--- src/rtl/pe_ctrl_pkg.sv ---
// Shared types and default latency constants for the PE column sequencer.
// The total-latency helper keeps the top and its delay line in agreement.
package pe_ctrl_pkg;

  typedef enum logic [2:0] {
    IDLE,
    LOAD_W,
    STREAM,
    DRAIN,
    DONE
  } pe_ctrl_state_t;

  localparam int unsigned DEF_NUM_PE  = 9;
  localparam int unsigned DEF_MUL_LAT = 3;
  localparam int unsigned DEF_ADD_LAT = 3;
  localparam int unsigned DEF_LEN_W   = 16;

  // Operand register, then the multiplier, then one adder per PE down the column.
  function automatic int unsigned tot_lat(input int unsigned num_pe,
                                          input int unsigned mul_lat,
                                          input int unsigned add_lat);
    return 1 + mul_lat + num_pe * add_lat;
  endfunction

endpackage

--- src/rtl/valid_delay_line.sv ---
// Single-bit shift register that tracks a fire through the FPU pipeline.
// Clearing it on reset guarantees no stale psum strobes after an aborted job.
module valid_delay_line #(
  parameter int unsigned DEPTH = 31
) (
  input  logic i_clk,
  input  logic i_rest_n,
  input  logic i_valid,
  output logic o_valid
);

  logic [DEPTH-1:0] stage_q;

  generate
    if (DEPTH == 1) begin : g_single
      always_ff @(posedge i_clk or negedge i_rest_n) begin
        if (!i_rest_n) stage_q <= '0;
        else           stage_q <= i_valid;
      end
    end else begin : g_chain
      always_ff @(posedge i_clk or negedge i_rest_n) begin
        if (!i_rest_n) stage_q <= '0;
        else           stage_q <= {stage_q[DEPTH-2:0], i_valid};
      end
    end
  endgenerate

  assign o_valid = stage_q[DEPTH-1];

endmodule

--- src/rtl/pe_col_ctrl.sv ---
// Sequencer for one column of FPU processing elements: weight load, fmap
// streaming, pipeline drain and psum-valid tracking. No datapath lives here.
module pe_col_ctrl
  import pe_ctrl_pkg::*;
#(
  parameter int unsigned NUM_PE  = DEF_NUM_PE,
  parameter int unsigned MUL_LAT = DEF_MUL_LAT,
  parameter int unsigned ADD_LAT = DEF_ADD_LAT,
  parameter int unsigned LEN_W   = DEF_LEN_W
) (
  input  logic              i_clk,
  input  logic              i_rest_n,
  input  logic              i_start,
  input  logic [LEN_W-1:0]  i_cfg_len,
  input  logic              i_cfg_reuse_w,
  input  logic              i_w_valid,
  output logic              o_w_ready,
  output logic [NUM_PE-1:0] o_weight_en,
  input  logic              i_f_valid,
  output logic              o_f_ready,
  output logic              o_left_en,
  output logic              o_right_en,
  output logic              o_psum_valid,
  output logic              o_busy,
  output logic              o_done
);

  localparam int unsigned TOT_LAT = tot_lat(NUM_PE, MUL_LAT, ADD_LAT);
  localparam int unsigned W_CNT_W = (NUM_PE > 1) ? $clog2(NUM_PE) : 1;
  localparam int unsigned D_CNT_W = (TOT_LAT > 1) ? $clog2(TOT_LAT) : 1;

  localparam logic [W_CNT_W-1:0] W_LAST   = W_CNT_W'(NUM_PE - 1);
  localparam logic [D_CNT_W-1:0] D_LAST   = D_CNT_W'(TOT_LAT - 1);
  localparam logic [NUM_PE-1:0]  PE0_HOT  = NUM_PE'(1);

  pe_ctrl_state_t     state_q, state_d;
  logic [LEN_W-1:0]   len_q,   len_d;
  logic [W_CNT_W-1:0] w_cnt_q, w_cnt_d;
  logic [LEN_W-1:0]   f_cnt_q, f_cnt_d;
  logic [D_CNT_W-1:0] d_cnt_q, d_cnt_d;
  logic               fire;

  always_ff @(posedge i_clk or negedge i_rest_n) begin
    if (!i_rest_n) begin
      state_q <= IDLE;
      len_q   <= '0;
      w_cnt_q <= '0;
      f_cnt_q <= '0;
      d_cnt_q <= '0;
    end else begin
      state_q <= state_d;
      len_q   <= len_d;
      w_cnt_q <= w_cnt_d;
      f_cnt_q <= f_cnt_d;
      d_cnt_q <= d_cnt_d;
    end
  end

  always_comb begin
    state_d     = state_q;
    len_d       = len_q;
    w_cnt_d     = w_cnt_q;
    f_cnt_d     = f_cnt_q;
    d_cnt_d     = d_cnt_q;
    o_w_ready   = 1'b0;
    o_weight_en = '0;
    o_f_ready   = 1'b0;
    o_left_en   = 1'b0;
    o_right_en  = 1'b0;
    o_done      = 1'b0;
    fire        = 1'b0;

    unique case (state_q)
      IDLE: begin
        if (i_start) begin
          len_d   = i_cfg_len;
          w_cnt_d = '0;
          f_cnt_d = '0;
          d_cnt_d = '0;
          if (!i_cfg_reuse_w)        state_d = LOAD_W;
          else if (i_cfg_len == '0)  state_d = DONE;
          else                       state_d = STREAM;
        end
      end

      LOAD_W: begin
        o_w_ready = 1'b1;
        if (i_w_valid) begin
          o_weight_en = PE0_HOT << w_cnt_q;
          if (w_cnt_q == W_LAST) state_d = (len_q == '0) ? DONE : STREAM;
          else                   w_cnt_d = w_cnt_q + W_CNT_W'(1);
        end
      end

      STREAM: begin
        o_f_ready = 1'b1;
        fire      = i_f_valid;
        if (fire) begin
          o_left_en  = 1'b1;
          o_right_en = 1'b1;
          // len is nonzero here, so len-1 cannot underflow.
          if (f_cnt_q == len_q - LEN_W'(1)) begin
            state_d = DRAIN;
            d_cnt_d = '0;
          end else begin
            f_cnt_d = f_cnt_q + LEN_W'(1);
          end
        end
      end

      DRAIN: begin
        if (d_cnt_q == D_LAST) state_d = DONE;
        else                   d_cnt_d = d_cnt_q + D_CNT_W'(1);
      end

      DONE: begin
        o_done  = 1'b1;
        state_d = IDLE;
      end

      default: state_d = IDLE;
    endcase
  end

  assign o_busy = (state_q != IDLE);

  valid_delay_line #(
    .DEPTH (TOT_LAT)
  ) u_psum_dly (
    .i_clk    (i_clk),
    .i_rest_n (i_rest_n),
    .i_valid  (fire),
    .o_valid  (o_psum_valid)
  );

endmodule

--- config.mk ---
export PLATFORM = sky130hd
export DESIGN_NAME = pe_col_ctrl
export DESIGN_NICKNAME = d
export VERILOG_FILES = /design/src/rtl/pe_ctrl_pkg.sv /design/src/rtl/valid_delay_line.sv /design/src/rtl/pe_col_ctrl.sv
export SDC_FILE = /design/constraint.sdc
export NUM_CORES = 1
export LEC_CHECK = 0
export BUFFER_PORTS_ARGS = -buffer_cell sky130_fd_sc_hd__buf_2
export CORE_UTILIZATION = 40
export DETAILED_ROUTE_END_ITERATION = 10
export HOLD_SLACK_MARGIN = 0.06
export PLACE_DENSITY = 0.55
export SLEW_MARGIN = 0
export SYNTH_ARGS = -nofsm -noshare
export SYNTH_HDL_FRONTEND = slang
export SYNTH_SLANG_ARGS = --single-unit
--- constraint.sdc ---
create_clock -name i_clk -period 4.1 [get_ports i_clk]
set_input_delay 0.41 -clock i_clk [delete_from_list [all_inputs] [get_ports i_clk]]
set_output_delay 0.41 -clock i_clk [all_outputs]
set_load 0.05 [all_outputs]
---- After elaboration in Yosys (flattened, before gate mapping) ----
Index checks and enable logic that the tools add are counted.
Widths: inputs -> output; s select.
operators by class
  shifts and indexed selects .............. 1
  equal/unequal tests ..................... 16
  reductions and logical operators ........ 12
  multiplexer cells ....................... 31
  add/subtract/negate cells ............... 4
operator list
  operator               count
  $mux 16                3
  $logic_not 16->1       2
  $pmux 16 s2            1
  $mux 3                 9
  $mux 5                 4
  $mux 9                 2
  $ne 2x2->1 const B     9
  $add 16x1->16 const B  1
  $eq 16x16->1           1
  $sub 16x1->16 const B  1
  $pmux 5 s3             1
  $mux 4                 3
  $pmux 3 s4             1
  $shl 1x4->9 const A    1
  $pmux 4 s2             1
  $reduce_and 4->1       2
  $eq 3x2->1 const B     2
  $mux 1                 6
  $reduce_and 6->1       1
  $reduce_bool 3->1      2
  $add 5x1->5 const B    1
  $eq 5x5->1 const B     1
  $reduce_and 5->1       1
  $add 4x1->4 const B    1
  other kinds (6)        7
storage, ports and cells
  register bits after elaboration ......... 75
  input port bits ......................... 22

---- Depth between registers and ports, before layout ----
Gate-level depths: netlist of the first run.
  word-level depth ........................ 5
  mapped depth ............................ 12

---- Hierarchy ----
Synthesis of the first run repeated with hierarchy kept, for this count alone.
unflattened totals
  cells, all modules ...................... 391
  area total of the unflattened synthesis .. 3742.3 um^2
by module, submodules not included
  module            instances  seq. area each (um^2)  area each (um^2)  cells each
  pe_col_ctrl       1          1101.1                 2966.6            360
  valid_delay_line  1          775.7                  775.7             31

---- Worst setup path after synthesis of the first run ----
OpenSTA, ideal clock, no wires.
  path kind ............................... reg-to-reg
  start point ............................. reg state_q[0]
  end point ............................... reg f_cnt_q[9]
  clock period less this slack ............ 3.580 ns
  cell stages (with the launch flop) ...... 9
  arrival ................................. 3.500 ns
  path buffers ............................ 3
  setup slack ............................. 0.520 ns
  required time ........................... 4.021 ns
  setup time .............................. 0.079 ns
  cell sequence ........................... dfrtp_1 -> clkbuf_1 -> nor3_1 -> and2_1 -> clkbuf_1 -> o21ai_4 -> buf_6 -> or4_1 -> a21oi_1
between the ends
  longest elaborated chain between the ends .. 3
  elaborated cells on any way between the ends .. 8
  those cells by class .................... eq/ne: 4; mux: 1; reduce/logical: 3
ends and longest elaborated chain
  what                                                              RTL line           text
  from (decl)                                                       pe_col_ctrl.sv:36  pe_ctrl_state_t state_q, state_d;
  from (signal assigned)                                            pe_col_ctrl.sv:51  state_q <= state_d;
  $eq 3x2->1 / $logic_not 3->1 (equally long branches)              pe_col_ctrl.sv:73  unique case (state_q)
  $ne 2x2->1 (no line) / $reduce_bool 2->1 (equally long branches)  -
  $reduce_and 4->1 (no line)                                        -
  to (signal assigned)                                              pe_col_ctrl.sv:54  f_cnt_q <= f_cnt_d;
  to (decl)                                                         pe_col_ctrl.sv:39  logic [LEN_W-1:0] f_cnt_q, f_cnt_d;
Parallel ways exist; a longest one is shown, timed or not.
A chain may end at the register's enable or synchronous reset.

---- Worst setup path after layout of the first run ----
  start point ............................. reg len_q[8]
  end point ............................... reg f_cnt_q[1]
between the ends
  longest elaborated chain between the ends .. 4
ends and longest elaborated chain
  what                        RTL line            text
  from (decl)                 pe_col_ctrl.sv:37   logic [LEN_W-1:0] len_q, len_d;
  from (signal assigned)      pe_col_ctrl.sv:52   len_q <= len_d;
  $sub 16x1->16               pe_col_ctrl.sv:102  if (f_cnt_q == len_q - LEN_W'(1)) begin
  $eq 16x16->1                pe_col_ctrl.sv:102
  $ne 2x2->1 (no line)        -
  $reduce_and 4->1 (no line)  -
Every way passes these cells.

==> out/metrics.json, run 1 <==
{
  "place.gp.congestion": {"value": 0.8735},
  "utilization": {"value": 0.4648},
  "cts_max_level": {"value": 3},
  "postRouteWirelength": {"value": 8130, "unit": "microns"},
  "cts.path.max_buffers": {"value": 2},
  "dp_hpwl": {"value": 5769, "unit": "microns"},
  "period_minus_slack": {"value": 3.409, "unit": "ns"},
  "cp_slowest_stage_delay": {"value": 0.58, "unit": "ns"},
  "setup.worst_path.start_class": {"value": "flip-flop"},
  "holdBufCountCts": {"value": 0},
  "layout.nets": {"value": 456},
  "cts.clk_slew.worst_paths": {"value": 0.08, "unit": "ns"},
  "slew_headroom": {"value": 0.2211},
  "critical_path_class": {"value": "reg -> reg"},
  "crit_path_max_fanout": {"value": 22},
  "grt_max_degree": {"value": 76},
  "finalClockSkew": {"value": 0.01337, "unit": "ns"},
  "cts_buffers": {"value": 9},
  "final_max_slew_viols": {"value": 0},
  "result_of_the_run": {"value": "finished clean"},
  "core_area": {"value": 9284, "unit": "sq um"},
  "row_count": {"value": 35},
  "cts_post_setup_buffers_inserted": {"value": 0},
  "initialDrtViolationCount": {"value": 112},
  "antenna_violations_before_repair": {"value": 0},
  "drtPass1Iterations": {"value": 4},
  "worst_skew_pair.late_latency": {"value": 0.36, "unit": "ns"},
  "cp.arrival": {"value": 3.66, "unit": "ns"},
  "postSynthNetCount": {"value": 426},
  "dieHeight": {"value": 100.0, "unit": "microns"},
  "placed_area": {"value": 4096, "unit": "sq um"},
  "synth-warning-count": {"value": 0},
  "synth-edff-count": {"value": 0},
  "leakage": {"value": 1.970, "unit": "nW"},
  "gr-usage-all-layers": {"value": 0.1794},
  "grt_pass1_vias": {"value": 2689},
  "cp_cell_sequence": {"value": "or4_4, or3_4, or4_4, a211oi_4, nand4b_4, o21ai_4, a21oi_1, a31o_2"},
  "final-setup-viol-count": {"value": 0},
  "fraction_of_registers_with_async_set_or_reset_after_synthesis": {"value": 1.000},
  "synth_area": {"value": 3841, "unit": "sq um"},
  "sum_of_negative_setup_slack": {"value": 0, "unit": "ns"},
  "finalNonFillerCells": {"value": 557},
  "pwr_density_cell": {"value": 668.2, "unit": "nW/um^2"},
  "critPathCaptureType": {"value": "flip-flop"},
  "avgViaCountPerCell": {"value": 5.210},
  "clock_tree_from_tritoncts": {"value": "done"},
  "timing.rr.end": {"value": "f_cnt_q[1]$_DFFE_PN0P_"},
  "timing.final.hold_violations": {"value": 0},
  "timing.hold.worst.class": {"value": "in -> async"},
  "timing.rr.start": {"value": "len_q[8]$_DFFE_PN0P_"},
  "syn_to_final_growth": {"value": 12.35, "unit": "%"},
  "critical_path_required": {"value": 4.35, "unit": "ns"},
  "routed-via-count": {"value": 2902},
  "synth.lib_cells_used.distinct": {"value": 57},
  "root_buffer": {"value": "sky130_fd_sc_hd__clkbuf_8"},
  "max_cap_violations": {"value": 0},
  "synthesis.instances": {"value": 393},
  "ir_drop": {"value": 0.4805, "unit": "mV"},
  "numPlacedInstances": {"value": 541},
  "final_cell_area": {"value": 4315, "unit": "sq um"},
  "detail_route.drc_violations": {"value": 0},
  "port_buffers": {"value": 37},
  "postRouteAntennaNets": {"value": 0},
  "cts.sink_count": {"value": 75},
  "die_area": {"value": 9999, "unit": "sq um"},
  "yosysSeqAreaShare": {"value": 0.4886},
  "maxClockFrequency": {"value": 293.3, "unit": "MHz"},
  "setup.reg_to_reg.worst_slack": {"value": 0.69, "unit": "ns"},
  "syn_avg_cell_area": {"value": 9.774, "unit": "sq um"},
  "final_layout_size_suffix_gt1_frac": {"value": 0.1822},
  "worst-slew-pin-transition": {"value": 1.168, "unit": "ns"},
  "cts-resized-gates": {"value": 0},
  "grt_first_pass_wirelength": {"value": 13570, "unit": "microns"},
  "gr-total-overflow": {"value": 0},
  "critPathMostFrequentCell": {"value": "sky130_fd_sc_hd__or4_4"},
  "r2r.worst_path.cells": {"value": 8},
  "synth-main-ff-cell": {"value": "sky130_fd_sc_hd__dfrtp_1"},
  "ios": {"value": 38},
  "antenna_cells_inserted": {"value": 0},
  "synth.ff_latch_count": {"value": 75},
  "start_util": {"value": 0.4137},
  "post-route-period-util": {"value": 0.8314},
  "timing.critical_path.slowest_stage_cell": {"value": "sky130_fd_sc_hd__or4_4"},
  "unrepaired_setup_endpoints_after_global_routing": {"value": "false"},
  "die_x": {"value": 100.0, "unit": "microns"},
  "wl_per_cell": {"value": 14.60, "unit": "microns"}
}
## report_power, final
part | switching [W] | internal (W) | total (W)
logic | 0.000620 | 0.000395 | 0.00102
registers | 0.000260 | 0.000981 | 0.00124
clock network | 0.000268 | 0.000360 | 0.000628
total | 0.00115 | 0.00174 | 0.00288
## area by class of cell
cell class | instances | area, sq um
clock inverter | 4 | 73.82
tap | 129 | 161.4
fill | 901 | 4969
inverter | 17 | 63.81
timing repair buffer | 39 | 202.7
clock buffer | 12 | 145.1
sequential | 75 | 1877
multi-input combinational | 281 | 1792
## Yosys cell counts, drive strengths merged, types with 4 or more instances
cell	instances	area, sq um
buf	8	63.81
inv	17	63.81
nor4	8	50.05
o31ai	7	52.55
dfrtp	75	1877
ha	11	137.6
or4	9	78.82
or3	9	61.31
nor2	24	90.09
nand4	5	31.28
o21ai	19	117.6
or2	4	25.02
nand3	11	55.05
xor2	9	78.83
xnor2	10	87.58
nand2	64	240.2
and2	5	31.28
nand3b	4	30.03
clkbuf	12	45.04
and3	9	56.30
o211ai	5	37.54
nor3	12	65.06
a21oi	19	106.4
## how the worst max path moves through the flow
| stage | start | endpoint | slack, ns |
|---|---|---|---|
| 6_report | len_q[8]$_DFFE_PN0P_ | f_cnt_q[1]$_DFFE_PN0P_ | 0.69 |
| 5_1_grt | len_q[0]$_DFFE_PN0P_ | f_cnt_q[1]$_DFFE_PN0P_ | 0.47 |
| 4_1_cts | len_q[8]$_DFFE_PN0P_ | f_cnt_q[1]$_DFFE_PN0P_ | 0.69 |
| 3_5_place_dp | len_q[0]$_DFFE_PN0P_ | f_cnt_q[1]$_DFFE_PN0P_ | 0.70 |
| 3_3_place_gp | len_q[0]$_DFFE_PN0P_ | f_cnt_q[1]$_DFFE_PN0P_ | 0.76 |
| 2_1_floorplan | state_q[0]$_DFFE_PN0P_ | f_cnt_q[9]$_DFFE_PN0P_ | 0.52 |
## layout by cell type, fill, tap and decap left out, drive strengths merged, types with 10 or more instances in the layout
master,n
dfrtp,75
nand2,64
buf,39
nor2,24
a21oi,19
o21ai,19
inv,17
nor3,12
clkbuf,12
nand3,11
ha,11
xnor2,10
## kinds of logic (layout without fill, tap and decap cells)
| group | count (synthesis) | in the layout | synth area share |
|---|---|---|---|
| xor gates and xnor gates | 19 | 19 | 0.04332 |
| AOI/OAI and AO/OA | 76 | 76 | 0.1450 |
| muxes | 4 | 4 | 0.01107 |
| and+or+nand+nor | 171 | 171 | 0.2313 |
| buffers and inverters | 37 | 72 | 0.04495 |
| DFF | 75 | 75 | 0.4886 |
| adders and majority gates | 11 | 11 | 0.03583 |
## registers in the layout, summed over array words and instances (netlist names)
signal and flops:
u_psum_dly.stage_q 31, f_cnt_q 16, len_q 16, d_cnt_q 5, w_cnt_q 4, state_q 3
## metrics by stage
stage               total power [W]  setup WS (ns)  hold slack [ns]
floorplan                  0.002035         0.5204           0.1144
global placement           0.002263         0.7581           0.3318
detailed placement         0.002273         0.6954           0.3356
CTS                        0.002919         0.6857           0.2213
global route               0.003112         0.4669           0.2558
finish                     0.002884         0.6911           0.1882
## worst max-delay path, delay by kind of cell (launching register included)
family	cells	cell delay (ns)
DFF	1	0.45
and+or+nand+nor	4	1.66
AOI/OAI and AO/OA	4	1.18
## layer usage
metal	global-route usage	share of wire	vias to the layer above
met5	0	0	-
met4	0.06132	0.017	0
met1	0.2592	0.51	1395
li1	-	-	1445
met2	0.2578	0.44	49
met3	0.05084	0.036	13
(Power assumes the default switching activity.)
==> run 2: changes to the inputs <==
PLACE_DENSITY = 0.57   (was 0.55)
clock period = 2.8 ns   (was 4.1 ns; I/O delays follow)
==> run 2 against run 1 <==
Design area grew 10%. Cell count grew 7.0%. Sequential cell count is the same. The run now ends with negative setup slack left. Global-route usage grew 1.8 points. First-iteration DRC count shrank 12%. Hold slack lost 0.13 ns. Highest routed layer unchanged. Core utilization grew 4.7 points. Non-clock buffer count grew 40. Clock-buffer cell count shrank 1. Clock power grew 32%. Via count grew 7.1%. Setup slack lost 0.85 ns.
==> out/metrics.json, run 2 (synthesis gave the netlist of run 1 again) <==
{
  "cts.clk_slew.worst_paths": {"value": 0.09, "unit": "ns", "change": "about the same"},
  "drtPass1Iterations": {"value": 4, "change": "unchanged"},
  "core_area": {"value": 9284, "unit": "sq um", "change": "unchanged"},
  "row_count": {"value": 35, "change": "unchanged"},
  "timing.rr.end": {"value": "f_cnt_q[10]$_DFFE_PN0P_"},
  "avgViaCountPerCell": {"value": 5.216, "change": "+0.12%"},
  "reg_top3": {"value": "u_psum_dly.stage_q (31), f_cnt_q (16), len_q (16)"},
  "detail_route.drc_violations": {"value": 0, "change": "unchanged"},
  "fill_cells": {"value": 883, "change": "-2.0%"},
  "ir_drop": {"value": 0.5146, "unit": "mV", "change": "+7.1%"},
  "pwr_density_cell": {"value": 1001, "unit": "nW/um^2", "change": "+50%"},
  "violations_in_the_final_reports": {"value": "negative setup slack"},
  "crit_path_max_fanout": {"value": 7, "change": "-68%"},
  "cellInternalPower": {"value": 0.002878, "unit": "W", "change": "+66%"},
  "setup.worst_path.start_class": {"value": "flip-flop"},
  "ios": {"value": 38, "change": "unchanged"},
  "sw_frac_of_total": {"value": 0.3955, "change": "-0.002648"},
  "start_util": {"value": 0.4137, "change": "unchanged"},
  "postRouteAntennaNets": {"value": 0, "change": "unchanged"},
  "cts_max_level": {"value": 3, "change": "unchanged"},
  "slew_headroom": {"value": 0.3838, "change": "+0.1627"},
  "finalNonFillerCells": {"value": 596, "change": "+7.0%"},
  "gr-usage-all-layers": {"value": 0.1971, "change": "+0.01771"},
  "cts.sink_count": {"value": 75, "change": "unchanged"},
  "result_of_the_run": {"value": "finished with violations"},
  "timing.final.hold_violations": {"value": 0, "change": "unchanged"},
  "postRouteWirelength": {"value": 8902, "unit": "microns", "change": "+9.5%"},
  "maxClockFrequency": {"value": 338.4, "unit": "MHz", "change": "+15%"},
  "worst_skew_pair.late_latency": {"value": 0.36, "unit": "ns", "change": "about the same"},
  "post-route-period-util": {"value": 1.055, "change": "+0.2240"},
  "timing.rr.start": {"value": "len_q[10]$_DFFE_PN0P_"},
  "worst-slew-pin-transition": {"value": 0.9243, "unit": "ns", "change": "-0.2440 ns"},
  "place.gp.congestion": {"value": 0.8827, "change": "+1.1%"},
  "p_comb_frac": {"value": 0.461, "change": "+0.109"},
  "p_seq_frac": {"value": 0.364, "change": "-0.066"},
  "critical_path_class": {"value": "reg -> reg"},
  "critical_path_required": {"value": 3.03, "unit": "ns", "change": "-1.32 ns"},
  "dp_hpwl": {"value": 6369, "unit": "microns", "change": "+10%"},
  "numPlacedInstances": {"value": 575, "change": "+6.3%"},
  "cts_buffers": {"value": 9, "change": "unchanged"},
  "r2r.worst_path.cells": {"value": 8, "change": "unchanged"},
  "total_switching_power": {"value": 0.001883, "unit": "W", "change": "+64%"},
  "syn_to_final_growth": {"value": 23.78, "unit": "%"},
  "leakage": {"value": 2.200, "unit": "nW", "change": "+12%"},
  "largest_register_ff_count": {"value": 31, "change": "unchanged"},
  "power.clock.fraction": {"value": 0.175, "change": "-0.043"},
  "routed-via-count": {"value": 3109, "change": "+7.1%"},
  "holdBufCountCts": {"value": 0, "change": "unchanged"},
  "initialDrtViolationCount": {"value": 99, "change": "-12%"},
  "fin_worst_hold_slack": {"value": 0.05815, "unit": "ns", "change": "-0.1300 ns"},
  "finalClockSkew": {"value": 0.01606, "unit": "ns", "change": "+0.002690 ns"},
  "final_cell_area": {"value": 4755, "unit": "sq um", "change": "+10%"},
  "die_x": {"value": 100.0, "unit": "microns", "change": "unchanged"},
  "critPathCapture": {"value": "f_cnt_q[10]$_DFFE_PN0P_"},
  "die_area": {"value": 9999, "unit": "sq um", "change": "unchanged"},
  "port_buffers": {"value": 37, "change": "unchanged"},
  "cts.path.max_buffers": {"value": 2, "change": "unchanged"},
  "pre_cts_ws": {"value": -0.2002, "unit": "ns", "change": "-0.8956 ns"},
  "max_flop_register": {"value": "u_psum_dly.stage_q"},
  "grt_max_degree": {"value": 76, "change": "unchanged"},
  "placed_area": {"value": 4407, "unit": "sq um", "change": "+7.6%"},
  "timing.critical_path.slowest_stage_cell": {"value": "sky130_fd_sc_hd__or4_4"},
  "final_layout_size_suffix_gt1_frac": {"value": 0.2998, "change": "+0.1175"},
  "cp_cell_sequence": {"value": "or4_4, or3_4, or4_4, a211oi_4, nand4b_4, o2111ai_4, or3_4, a21oi_2"},
  "grt_first_pass_wirelength": {"value": 15030, "unit": "microns", "change": "+11%"},
  "gr-total-overflow": {"value": 0, "change": "unchanged"},
  "wl_per_cell": {"value": 14.94, "unit": "microns", "change": "+2.3%"},
  "root_buffer": {"value": "sky130_fd_sc_hd__clkbuf_8"},
  "antenna_cells_inserted": {"value": 0, "change": "unchanged"},
  "grt_pass1_vias": {"value": 3109, "change": "+16%"},
  "unrepaired_setup_endpoints_after_global_routing": {"value": "true"},
  "layout.cells.most_common_list": {"value": "75 x sky130_fd_sc_hd__dfrtp_1, 64 x sky130_fd_sc_hd__nand2_1, 41 x sky130_fd_sc_hd__buf_4"},
  "clock_tree_from_tritoncts": {"value": "done"},
  "antenna_violations_before_repair": {"value": 0, "change": "unchanged"},
  "setup_slack": {"value": -0.1554, "unit": "ns", "change": "-0.8465 ns"},
  "layout.cells.most_common": {"value": "sky130_fd_sc_hd__dfrtp_1"},
  "cp.arrival": {"value": 3.18, "unit": "ns", "change": "-0.48 ns"},
  "setup.reg_to_reg.worst_slack": {"value": -0.16, "unit": "ns", "change": "-0.85 ns"},
  "final-setup-viol-count": {"value": 21, "change": "+21"},
  "final_max_slew_viols": {"value": 0, "change": "unchanged"},
  "timing.hold.worst.class": {"value": "in -> async"},
  "dieHeight": {"value": 100.0, "unit": "microns", "change": "unchanged"},
  "layout.nets": {"value": 496, "change": "+8.8%"},
  "critPathCaptureType": {"value": "flip-flop"},
  "critical_path.startpoint": {"value": "len_q[10]$_DFFE_PN0P_"},
  "cp_slowest_stage_delay": {"value": 0.55, "unit": "ns", "change": "-0.03 ns"},
  "max_cap_violations": {"value": 0, "change": "unchanged"},
  "period_minus_slack": {"value": 2.955, "unit": "ns", "change": "-0.4535 ns"}
}
==> run 2: changes by cell type in the layout (fill, tap and decap cells not counted), sizes merged <==
cell	change
buf	+40
bufinv	-1
clkbuf	-1
clkinvlp	+1
==> run 2: timing repair <==
action,in CTS,in global routing
resized for setup,10,13
setup buffers,1,5
pin swaps,17,14
setup endpoints to repair,22,22
==> run 2: metal layers <==
metal  global-route usage  routed length [microns]  up-vias  share of wire
met3              0.05084                      470        8          0.053
met4              0.05686                      118        0          0.013
met5                    0                        0        -              0
met2               0.3247                     4245       66           0.48
met1               0.2572                     4067     1514           0.46
li1                     -                        -     1521              -
==> run 2: layout make-up <==
| type | instances | area [sq um] | area share |
|---|---|---|---|
| Clock buffer | 11 | 141.4 | 0.02974 |
| Clock inverter | 4 | 51.30 | 0.01079 |
| Inverter | 17 | 63.81 | 0.01342 |
| Multi-Input combinational cell | 281 | 1941 | 0.4082 |
| Sequential cell | 75 | 1877 | 0.3947 |
| Tap cell | 129 | 161.4 | 0.03395 |
| Timing Repair Buffer | 79 | 519.2 | 0.1092 |
==> run 2: power by group through the flow <==
stage	Combinational [W]	Clock, W	Sequential (W)
after floorplan	0.00139	0	0.00165
after global placement	0.00198	0	0.00175
after detailed placement	0.00201	0	0.00174
after CTS	0.00208	0.000861	0.00174
after global routing	0.00240	0.000906	0.00180
final	0.00219	0.000831	0.00173
==> run 2: metrics by stage <==
step	TNS (ns)	utilization	total power, W
3_5_place_dp	-3.201	0.4747	0.003759
5_1_grt	-4.736	0.5121	0.005099
6_report	-2.725	0.5121	0.004760
2_1_floorplan	-0.8633	-	0.003047
4_1_cts	-2.523	0.5007	0.004675
3_3_place_gp	-2.807	0.4747	0.003730
==> run 2: worst max-delay path, delay by kind of cell, from the launching register on <==
family	cells	cell delay, ns
and+or+nand+nor	5	1.81
DFF	1	0.39
AOI/OAI and AO/OA	3	0.64
==> run 2: worst min-delay path by stage <==
stage                                           from                          endpoint  cells after the start
global route                                i_rest_n              len_q[3]$_DFFE_PN0P_                      1
floorplan                                   i_rest_n            d_cnt_q[0]$_DFFE_PN0P_                      0
detailed placement  u_psum_dly.stage_q[11]$_DFF_PN0_  u_psum_dly.stage_q[12]$_DFF_PN0_                      0
finish                                      i_rest_n              len_q[3]$_DFFE_PN0P_                      1
CTS                                         i_rest_n              len_q[3]$_DFFE_PN0P_                      1
global placement    u_psum_dly.stage_q[15]$_DFF_PN0_  u_psum_dly.stage_q[16]$_DFF_PN0_                      0
